**src/rtl/spi_slave_top.sv**
```systemverilog
// SPI mode-0 slave: one address word then data words per SS-low frame, mapped onto read/write strobes.
// Optional macro ADDR_AUTOINC_EN steps the address per data word; without it every word targets the base address.
module spi_slave_top #(
    parameter int DWIDTH = 16,
    parameter int CNTW   = 16
) (
    input  logic              clk,
    input  logic              nRst,
    input  logic              SS,
    input  logic              SCK,
    input  logic              MOSI,
    output logic              MISO,
    input  logic [DWIDTH-1:0] sig,
    output logic [DWIDTH-1:0] rd_addr,
    output logic              rd_req,
    input  logic [DWIDTH-1:0] rd_data,
    output logic [DWIDTH-1:0] wr_addr,
    output logic [DWIDTH-1:0] wr_data,
    output logic              wr_en,
    output logic [CNTW-1:0]   word_cnt,
    output logic              busy,
    output logic              frame_done
);
    localparam logic [1:0] IDLE   = 2'd0;
    localparam logic [1:0] APHASE = 2'd1;
    localparam logic [1:0] DPHASE = 2'd2;

    localparam int BCW = $clog2(DWIDTH);
    localparam logic [BCW-1:0] BIT_LAST = BCW'(DWIDTH - 1);

    logic ss_meta_q, ss_sync_q, ss_prev_q;
    logic sck_meta_q, sck_sync_q, sck_prev_q;
    logic mosi_meta_q, mosi_sync_q;

    logic [1:0]        state_q, state_d;
    logic [BCW-1:0]    bit_cnt_q, bit_cnt_d;
    logic [DWIDTH-1:0] rx_shift_q, rx_shift_d;
    logic [DWIDTH-1:0] tx_shift_q, tx_shift_d;
    logic              miso_q, miso_d;
    logic [DWIDTH-1:0] rd_addr_q, rd_addr_d;
    logic              rd_req_q, rd_req_d;
    logic              rd_pend_q, rd_pend_d;
    logic [DWIDTH-1:0] wr_addr_q, wr_addr_d;
    logic [DWIDTH-1:0] wr_data_q, wr_data_d;
    logic              wr_en_q, wr_en_d;
    logic [CNTW-1:0]   word_cnt_q, word_cnt_d;
    logic              busy_q, busy_d;
    logic              frame_done_q, frame_done_d;

    logic              ss_rise, ss_fall, sck_rise, sck_fall;
    logic [DWIDTH-1:0] rx_word;
    logic [DWIDTH-1:0] next_addr;

    // SS synchronizer resets low so a frame can only start after SS has been seen high.
    always_ff @(posedge clk or negedge nRst) begin
        if (!nRst) begin
            ss_meta_q   <= 1'b0;
            ss_sync_q   <= 1'b0;
            ss_prev_q   <= 1'b0;
            sck_meta_q  <= 1'b0;
            sck_sync_q  <= 1'b0;
            sck_prev_q  <= 1'b0;
            mosi_meta_q <= 1'b0;
            mosi_sync_q <= 1'b0;
        end else begin
            ss_meta_q   <= SS;
            ss_sync_q   <= ss_meta_q;
            ss_prev_q   <= ss_sync_q;
            sck_meta_q  <= SCK;
            sck_sync_q  <= sck_meta_q;
            sck_prev_q  <= sck_sync_q;
            mosi_meta_q <= MOSI;
            mosi_sync_q <= mosi_meta_q;
        end
    end

    assign ss_rise  =  ss_sync_q  & ~ss_prev_q;
    assign ss_fall  = ~ss_sync_q  &  ss_prev_q;
    assign sck_rise =  sck_sync_q & ~sck_prev_q;
    assign sck_fall = ~sck_sync_q &  sck_prev_q;
    assign rx_word  = {rx_shift_q[DWIDTH-2:0], mosi_sync_q};

`ifdef ADDR_AUTOINC_EN
    assign next_addr = rd_addr_q + DWIDTH'(1);
`else
    assign next_addr = rd_addr_q;
`endif

    always_comb begin
        state_d      = state_q;
        bit_cnt_d    = bit_cnt_q;
        rx_shift_d   = rx_shift_q;
        tx_shift_d   = tx_shift_q;
        miso_d       = miso_q;
        rd_addr_d    = rd_addr_q;
        rd_req_d     = 1'b0;
        rd_pend_d    = rd_req_q;
        wr_addr_d    = wr_addr_q;
        wr_data_d    = wr_data_q;
        wr_en_d      = 1'b0;
        word_cnt_d   = word_cnt_q;
        busy_d       = busy_q;
        frame_done_d = 1'b0;

        // rd_data is taken one cycle after the rd_req pulse; the MSB is then on MISO before the next word's first rise.
        if (rd_pend_q && state_q != IDLE) begin
            tx_shift_d = rd_data;
            miso_d     = rd_data[DWIDTH-1];
        end

        case (state_q)
            IDLE: begin
                miso_d = 1'b0;
                if (ss_fall) begin
                    tx_shift_d = sig;
                    miso_d     = sig[DWIDTH-1];
                    bit_cnt_d  = '0;
                    word_cnt_d = '0;
                    busy_d     = 1'b1;
                    state_d    = APHASE;
                end
            end
            APHASE, DPHASE: begin
                if (sck_rise) begin
                    rx_shift_d = rx_word;
                    if (bit_cnt_q == BIT_LAST) begin
                        bit_cnt_d = '0;
                        rd_req_d  = 1'b1;
                        if (state_q == APHASE) begin
                            rd_addr_d = rx_word;
                            state_d   = DPHASE;
                        end else begin
                            wr_data_d  = rx_word;
                            wr_addr_d  = rd_addr_q;
                            wr_en_d    = 1'b1;
                            word_cnt_d = word_cnt_q + CNTW'(1);
                            rd_addr_d  = next_addr;
                        end
                    end else begin
                        bit_cnt_d = bit_cnt_q + BCW'(1);
                    end
                end else if (sck_fall && bit_cnt_q != '0) begin
                    // The fall after a word's last rise keeps the freshly loaded MSB on MISO.
                    tx_shift_d = tx_shift_q << 1;
                    miso_d     = tx_shift_q[DWIDTH-2];
                end
                if (ss_rise) begin
                    state_d      = IDLE;
                    busy_d       = 1'b0;
                    miso_d       = 1'b0;
                    bit_cnt_d    = '0;
                    frame_done_d = (word_cnt_d != '0);
                end
            end
            default: begin
                state_d = IDLE;
                miso_d  = 1'b0;
                busy_d  = 1'b0;
            end
        endcase
    end

    always_ff @(posedge clk or negedge nRst) begin
        if (!nRst) begin
            state_q      <= IDLE;
            bit_cnt_q    <= '0;
            rx_shift_q   <= '0;
            tx_shift_q   <= '0;
            miso_q       <= 1'b0;
            rd_addr_q    <= '0;
            rd_req_q     <= 1'b0;
            rd_pend_q    <= 1'b0;
            wr_addr_q    <= '0;
            wr_data_q    <= '0;
            wr_en_q      <= 1'b0;
            word_cnt_q   <= '0;
            busy_q       <= 1'b0;
            frame_done_q <= 1'b0;
        end else begin
            state_q      <= state_d;
            bit_cnt_q    <= bit_cnt_d;
            rx_shift_q   <= rx_shift_d;
            tx_shift_q   <= tx_shift_d;
            miso_q       <= miso_d;
            rd_addr_q    <= rd_addr_d;
            rd_req_q     <= rd_req_d;
            rd_pend_q    <= rd_pend_d;
            wr_addr_q    <= wr_addr_d;
            wr_data_q    <= wr_data_d;
            wr_en_q      <= wr_en_d;
            word_cnt_q   <= word_cnt_d;
            busy_q       <= busy_d;
            frame_done_q <= frame_done_d;
        end
    end

    assign MISO       = miso_q;
    assign rd_addr    = rd_addr_q;
    assign rd_req     = rd_req_q;
    assign wr_addr    = wr_addr_q;
    assign wr_data    = wr_data_q;
    assign wr_en      = wr_en_q;
    assign word_cnt   = word_cnt_q;
    assign busy       = busy_q;
    assign frame_done = frame_done_q;

endmodule
```
**config.mk**
```make
export PLATFORM = sky130hd
export DESIGN_NAME = spi_slave_top
export DESIGN_NICKNAME = d
export VERILOG_FILES = /design/src/rtl/spi_slave_top.sv
export SDC_FILE = /design/constraint.sdc
export NUM_CORES = 1
export LEC_CHECK = 0
export CAP_MARGIN = 20
export CORE_MARGIN = 2
export CORE_UTILIZATION = 52
export CTS_BUF_LIST = sky130_fd_sc_hd__clkbuf_16
export DETAILED_ROUTE_END_ITERATION = 8
export GPL_TIMING_DRIVEN = 1
export PLACE_DENSITY = 0.83
export SETUP_SLACK_MARGIN = 0.3
export SYNTH_ARGS = -nofsm -noshare
export SYNTH_HDL_FRONTEND = slang
export SYNTH_SLANG_ARGS = --single-unit
```
**constraint.sdc**
```tcl
create_clock -name clk -period 5.5 [get_ports clk]
set_input_delay 1.1 -clock clk [delete_from_list [all_inputs] [get_ports clk]]
set_output_delay 1.1 -clock clk [all_outputs]
set_load 0.01 [all_outputs]
```
Yosys cells after proc, flatten, opt, wreduce, memory -nomap -nowiden. Cells that the tools add are included.

Logic and storage cells: 96. Bits of input ports: 37. Register bits after elaboration: 115. Output and inout bits: 69.

Bitwise operators: 9. Reductions and logical operators: 15. $add $sub $neg: 2. Equal/unequal tests: 8. Multiplexer cells: 40.

Operators with widths (count): 2-to-1 mux 16 bit (9); case mux 16 bit (2 select lines) (2); adder 16 x 1 -> 16 bit, second input constant (1); 2-to-1 mux 1 bit (16); 2-to-1 mux 4 bit (4); nonzero test 16 bit (1); AND reduction 4 bit (3); 2-to-1 mux 2 bit (5); inequality test 3 bit, second input constant (3); case mux 4 bit (2 select lines) (1); AND reduction 2 bit (3); NOT 1 bit (5); adder 4 x 1 -> 4 bit, second input constant (1); AND 1 bit (4); equality test 4 bit, second input constant (1); inequality test 2 bit, second input constant (2); case mux 1 bit (2 select lines) (2); case mux 2 bit (2 select lines) (1); nonzero test 2 bit (2); nonzero test 4 bit (1); AND reduction 3 bit (1); equality test 2 x 1 -> 1 bit, second input constant (1); equality test 2 bit, second input constant (1); logical AND 1 bit (2); other kinds (2) (2).

Logic depth before layout (Yosys ltp). Gate-level depths: netlist (run 1).

Depth in word-level cells: 8. Mapped depth: 9. Mapped depth without buffers: 8.

Least setup slack after synthesis (run 1). No wires, ideal clock.

Path type: register to register. From: reg state_q[0]. To: reg frame_done_q, in the netlist frame_done. Arrival: 1.872 ns. Cell stages (with the launch flop): 8. Setup slack: 3.502 ns. Clock period less this slack: 1.998 ns. Library setup time: 0.126 ns. Cells stage by stage: dfrtp_1 ha_1 nand4bb_1 nor2_2 nand3_2 mux2i_1 a22oi_1 o311a_1.

Word-level cells in the longest chain between the ends: 8.

RTL lines: start, declared (line 35) `logic [1:0] state_q, state_d;`; start signal, assigned (line 180) `state_q <= state_d;`; equality test 2 x 1 -> 1 bit (line 111, 129); 2-to-1 mux 16 bit (line 129) `if (state_q == APHASE) begin`; 2-to-1 mux 16 bit (line 126) `if (bit_cnt_q == BIT_LAST) begin`; 2-to-1 mux 16 bit (line 124) `if (sck_rise) begin`; 2-to-1 mux 16 bit (line 111) `case (state_q)`; nonzero test 16 bit (line 152) `frame_done_d = (word_cnt_d != '0);`; 2-to-1 mux 1 bit (line 147) `if (ss_rise) begin`; 2-to-1 mux 1 bit * (line 111); net frame_done_d (line 48) `logic frame_done_q, frame_done_d;`; end signal, assigned (line 193) `frame_done_q <= frame_done_d;`; end, declared (line 48).

The timed path passes the listed nets; every way through them passes the cells marked *. The select of a mux whose other input is x is not followed. A chain may end at the register's enable or synchronous reset.

Final worst setup path (run 1).
From: reg word_cnt_q[2], in the netlist word_cnt[2]. To: out word_cnt[2].

RTL lines: start, declared (line 46) `logic [CNTW-1:0] word_cnt_q, word_cnt_d;`; start signal, assigned (line 191) `word_cnt_q <= word_cnt_d;`; end, declared (line 20) `output logic [CNTW-1:0] word_cnt,`.

No word-level cell between the ends.

==> summary.md, run 1 <==
| Metric | Value |
|---|---|
| Biggest area consumer among synthesized cells | `dfrtp_1` |
| CP Capture Type | `output port` |
| DP HPWL | `7680 µm` |
| Count of final setup violators | `0` |
| Setup Skew | `6.99 ps` |
| Worst slew pin tran | `1060 ps` |
| PortBufs | `105` |
| Synth Area per Inst | `12.1 µm²` |
| Cell chain of the critical path | `clkdlybuf4s50_1` |
| Vias after detailed routing | `3822` |
| Diode count | `0` |
| DRT antenna net count | `0` |
| Slew headroom | `0.292` |
| Crit path DAT | `1570 ps` |
| # rows | `36` |
| CTS Buf Count | `17` |
| Worst path bufs/invs | `1` |
| Max-slew violations | `0` |
| Final hold vios | `0` |
| Clock Sinks | `114` |
| Max-cap check violation count | `0` |
| Die area | `10600 µm²` |
| Hold Crit Class | `reg2reg` |
| Mapped Area | `5110 µm²` |
| Global-route wire length before repair | `19500 µm` |
| CTS max path bufs | `2` |
| Clk Latency, worst-skew pair | `410 ps` |
| Number of global-route vias before repair | `3923` |
| Dominant cells by area after synthesis | `dfrtp_1, mux2_2, o21ai_0, mux2i_1, nand2_1` |
| Synth top area share | `0.558` |
| Chip width | `103 µm` |
| Unrepaired setup endpoints after global routing | `no` |
| CORE AREA | `9640 µm²` |
| Clock-pin slew on the worst setup and hold paths | `60 ps` |
| Synth Register Bits | `114` |
| Startpoint Class | `flop` |
| TritonRoute pass-1 iters | `5` |
| Postcts setup bufs | `0` |
| Detailed Route Iter0 Violations | `197` |
| Die H | `103 µm` |
| Pin count of the biggest net entering global routing | `67` |
| Final hold slack | `346 ps` |
| GPL Wtd Cong | `0.897` |
| Slowest-stage cell, CP | `clkdlybuf4s50_1` |
| Max FO, Critical Path | `11` |
| Syn-to-layout area delta | `33.6%` |
| CTS hold repair buffers | `0` |
| Final worst-path cycle share | `0.485` |
| Crit path max-delay family | `buffers and inverters` |
| Antenna violations before repair | `0` |
| H-tree depth | `4` |
| Final WS setup | `2830 ps` |
| Grt ovf | `0` |
| Syn Inst Count | `421` |
| Distinct cells, synth | `49` |
| Starting density of the core | `0.531` |
| Via density | `5.66` |
| Ys Warns | `0` |
| Peak supply drop | `0.291 mV` |
| Sequential area share after synthesis | `0.558` |
| CP required | `4400 ps` |
| CTS tree | `built` |
| P_leak | `3.01 nW` |
| Gr usage total | `0.242` |
| Ys flop type | `dfrtp_1` |
| Cell count after placement | `643` |
| Root Driver | `clkbuf_16` |
| Setup CP Type | `reg2out` |
| Status | `completed` |
| CP max stage delay | `610 ps` |
| Async S/R FF share, synth | `1.00` |
| Syn nets | `465` |
| Top Ports | `106` |
| WL final | `12300 µm` |
| Non-Filler Instances | `675` |
| DR WL/cell | `18.2 µm` |
| EDFF count, synth | `0` |
| Period minus WS final | `2670 ps` |
| Sum of negative setup slack | `0 ps` |
| Pre-CTS setup slack | `2960 ps` |
| Power density cells | `385 nW/µm²` |
| PostCTS Resize Cnt | `0` |
| Final #Nets | `573` |
| # DRC | `0` |
| Fmax | `0.375 GHz` |
| Layout cells sized above 1 | `0.208` |
-- power breakdown --
group	total, mW	switching, mW	internal, mW	leakage (nW)
logic	0.528	0.328	0.200	1.19
clock network	1.08	0.412	0.669	0.274
registers	1.02	0.0793	0.938	1.55
total	2.63	0.820	1.81	3.01
-- cell usage after synthesis (3+ instances only) --
library cell and number:
mux2_2 65, ha_1 7, and3_1 3, nor2_1 15, a31oi_1 3, nand2b_1 8
buf_2 8, o21ai_0 44, and2_1 3, nand3_1 8, inv_1 9, a22oi_1 15
a21oi_1 9, mux2i_1 19, clkbuf_1 6, nor3_1 5, buf_6 4, o31ai_1 6
nand4_1 3, dfrtp_1 114, nand2_1 33
-- flip-flops by register name, indices dropped and copies added, names as in the netlist, 2 cells and up --
| name | count |
|---|---|
| rd_addr | 16 |
| wr_data | 16 |
| state_q | 2 |
| wr_addr | 16 |
| word_cnt | 16 |
| rx_shift_q | 15 |
| bit_cnt_q | 4 |
| tx_shift_q | 15 |
-- area by class of cell --
class | count | area (µm²)
fillers | 679 | 2810
clock buffers | 17 | 425
repair buffers | 107 | 1060
clock inverters | 15 | 160
multi-input cells | 280 | 2130
well taps | 133 | 166
inverters | 9 | 33.8
flip-flops and latches | 114 | 2850
-- path summary, 6_finish.rpt --
check,cells after the start,endpoint,startpoint,slack [ps]
worst min register to register,0,mosi_sync_q$_DFF_PN0_,mosi_meta_q$_DFF_PN0_,350
min in group asynchronous,1,rd_addr[4]$_DFFE_PN0P_,nRst,780
worst max register to register,6,wr_addr[13]$_DFFE_PN0P_,state_q[0]$_DFFE_PN0P_,2940
worst min-delay path,0,mosi_sync_q$_DFF_PN0_,mosi_meta_q$_DFF_PN0_,350
max in group asynchronous,2,tx_shift_q[12]$_DFF_PN0_,nRst,3580
worst max-delay path,1,word_cnt[2],word_cnt[2]$_DFFE_PN0P_,2830
-- routing by layer --
metal  global-route usage  part of all wire  wire length [µm]  up-vias
met3               0.0712             0.060               731       29
li1                     -                 -                 -     1745
met5                    0                 0                 0        -
met4               0.0891             0.023               277        0
met1                0.311              0.41              5030     1922
met2                0.393              0.51              6210      126
-- through the flow --
step	instance area [µm²]	total power [mW]	utilization
after detailed placement	6250	1.54	0.648
after floorplan	5110	1.36	-
after CTS	6830	2.63	0.709
after global routing	6830	2.74	0.709
final	6830	2.63	0.709
after global placement	6250	1.51	0.648
-- cells in the final DEF (no fill, tap or decap), types with 5 or more instances in the layout --
cell             count
clkbuf_16           17
mux2_2              65
nor2_1              15
o21ai_0             44
ha_1                 7
nor3_1               5
a21oi_1              9
nand3_1              8
nand2b_1             8
inv_1                9
a22oi_1             15
mux2i_1             19
o31ai_1              6
dfrtp_1            114
nand2_1             33
clkdlybuf4s50_1    104
-- kinds of logic (layout without fill, tap and decap cells) --
kind of cell,Yosys count,count (layout),share of synthesized area
xor+xnor,4,4,0.00685
flops,114,114,0.558
fa+ha+maj,7,7,0.0171
mux,84,84,0.180
buf+inv,27,148,0.0276
compound gates,88,88,0.104
simple gates,97,97,0.106
(Power assumes the default switching activity.)
==> run 2: changes to the inputs <==
Settings changed: CORE_UTILIZATION 52 to 46, PLACE_DENSITY 0.83 to 0.78.
Clock period 5.5 ns to 2.3 ns, I/O delays scaled along.
==> run 2 against run 1 <==
Final cell count rose by 4.6%. Via count rose by 2.0%. Sequential share of layout area fell by 2.1 points. Die area rose by 13%. Critical path type is now reg2reg. Critical endpoint is now frame_done$_DFF_PN0_.
==> summary.md, run 2 (synthesis gave the netlist of run 1 again) <==
| Metric | Value |
|---|---|
| Pin count of the biggest net entering global routing | `45 (-33%)` |
| Crit path max-delay family | `simple AND/OR/NAND/NOR gates` |
| Hold Crit Class | `in2async` |
| Grt ovf | `0 (unchanged)` |
| Startpoint Class | `flop` |
| GPL Wtd Cong | `0.836 (-6.9%)` |
| Area after DPL | `6370 µm² (+2.1%)` |
| Cell chain of the critical path | `ha_4 > nand3_4 > nor4_4 > buf_4 > and4_2 > o41ai_4 > nand3_1 > o311a_1` |
| Most common cell after layout, fill and taps aside | `dfrtp_1` |
| Area of the multi-input gates | `2220 µm² (+4.4%)` |
| Fmax | `0.499 GHz` |
| Unrepaired setup endpoints after global routing | `yes` |
| DR WL/cell | `18.0 µm (-0.90%)` |
| R2R Path Start | `bit_cnt_q[0]$_DFFE_PN0P_` |
| Most frequent cells in the layout | `dfrtp_1, clkdlybuf4s50_1, mux2_2` |
| Period minus WS final | `2000 ps` |
| Chip width | `109 µm (+6.1%)` |
| Die area | `12000 µm² (+13%)` |
| Max-slew violations | `0 (unchanged)` |
| PortBufs | `105 (unchanged)` |
| Number of global-route vias before repair | `4019 (+2.4%)` |
| CTS tree | `built` |
| Worst path bufs/invs | `1 (unchanged)` |
| Setup Skew | `12.1 ps (+5.08 ps)` |
| Worst slew pin tran | `561 ps (-497 ps)` |
| Top Ports | `106 (unchanged)` |
| Slowest-stage cell, CP | `dfrtp_2` |
| Diode count | `0 (unchanged)` |
| CTS hold repair buffers | `0 (unchanged)` |
| Crit path from | `bit_cnt_q[0]$_DFFE_PN0P_` |
| Peak supply drop | `0.640 mV (+120%)` |
| Starting density of the core | `0.472 (-0.0588)` |
| Die H | `109 µm (+6.1%)` |
| Slew headroom | `0.626 (+0.334)` |
| WL final | `12700 µm (+3.6%)` |
| Clock-pin slew on the worst setup and hold paths | `60 ps (about the same)` |
| Layout cells sized above 1 | `0.274 (+0.0654)` |
| Vias after detailed routing | `3898 (+2.0%)` |
| Final #Nets | `598 (+4.4%)` |
| # DRC | `0 (unchanged)` |
| Setup CP Type | `reg2reg` |
| Clk Latency, worst-skew pair | `400 ps (about the same)` |
| Root Driver | `clkbuf_16` |
| Final hold vios | `0 (unchanged)` |
| Sum of negative setup slack | `0 ps (unchanged)` |
| CP required | `2580 ps (-1820 ps)` |
| Syn-to-layout area delta | `41.0%` |
| Max-cap check violation count | `0 (unchanged)` |
| CTS max path bufs | `2 (unchanged)` |
| Max FO, Critical Path | `5 (-6)` |
| Antenna violations before repair | `0 (unchanged)` |
| Gr usage total | `0.215 (-0.0267)` |
| Power density cells | `907 nW/µm² (+140%)` |
| # rows | `38 (+5.6%)` |
| FF+latch area | `2860 µm² (+0.26%)` |
| CORE AREA | `10800 µm² (+12%)` |
| Detailed Route Iter0 Violations | `116 (-41%)` |
| P_leak | `3.17 nW (+5.3%)` |
| Met3 Use GR | `0.0788 (+0.00760)` |
| Status | `completed` |
| Met1 usage | `0.260 (-0.0507)` |
| Met2 GRT Util | `0.353 (-0.0399)` |
| CP max stage delay | `420 ps (-190 ps)` |
| Final worst-path cycle share | `0.871` |
| TritonRoute pass-1 iters | `4 (-1)` |
| Pwr Total | `6.54 mW (+150%)` |
| Clock Sinks | `114 (unchanged)` |
| DP HPWL | `8060 µm (+4.9%)` |
| DRT antenna net count | `0 (unchanged)` |
| GRT busiest layer | `met2` |
| Global-route wire length before repair | `19700 µm (+0.64%)` |
| Count of final setup violators | `0 (unchanged)` |
| CTS Buf Count | `17 (unchanged)` |
| Via density | `5.52 (-2.5%)` |
| Crit path DAT | `2290 ps (+720 ps)` |
| H-tree depth | `4 (unchanged)` |
| Fill cells | `814 (+20%)` |
| Utilization after layout | `0.665 (-0.0434)` |
| CP Capture Type | `flop` |
| Final instance area | `7210 µm² (+5.6%)` |
-- run 2: layout make-up --
cell class,count,area share
Sequential cell,114,0.397
Tap cell,140,0.0243
Timing Repair Buffer,132,0.185
Multi-Input combinational cell,280,0.308
Clock buffer,17,0.0590
Clock inverter,14,0.0226
Inverter,9,0.00468
-- run 2: metrics by stage --
stage          hold slack (ps)  setup slack, ps  std cells
6_report                  48.3              297        706
2_1_floorplan              164              302        421
5_1_grt                    101              207        706
3_3_place_gp               334              134        661
3_5_place_dp               335             66.3        661
4_1_cts                   61.6              307        698
-- run 2: report_power, final --
group / switching [mW] / internal (mW) / leakage, nW
Clock: 0.945 / 1.69 / 0.285
Sequential: 0.187 / 2.24 / 1.54
Combinational: 0.847 / 0.626 / 1.34
-- run 2: worst paths after layout --
path | to | slack, ps | cells past startpoint
setup / recovery | frame_done$_DFF_PN0_ | 300 | 8
hold / removal | wr_addr[4]$_DFFE_PN0P_ | 50 | 1
setup reg to reg | frame_done$_DFF_PN0_ | 300 | 8
hold reg to reg | mosi_sync_q$_DFF_PN0_ | 350 | 0
max in group asynchronous | bit_cnt_q[0]$_DFFE_PN0P_ | 1560 | 2
min in group clk | mosi_sync_q$_DFF_PN0_ | 350 | 0
-- run 2: timing repair --
action                     in CTS  in global routing
cloned                          0                  2
resized for setup              16                 14
buffers inserted                6                  6
pin swaps                       5                  6
setup endpoints to repair      23                 56
hold endpoints to repair        0                  0
-- run 2: worst reg2reg max path: stages, from the launching register on --
cell and delay [ps]:
dfrtp_2 420, ha_4 190, nand3_4 130, nor4_4 60
buf_4 160, and4_2 260, o41ai_4 240, nand3_1 130
o311a_1 300
-- run 2: metal layers --
metal	part of all wire	vias up
met5	0	-
met4	0.011	0
li1	-	1803
met1	0.42	1958
met2	0.51	121
met3	0.062	16
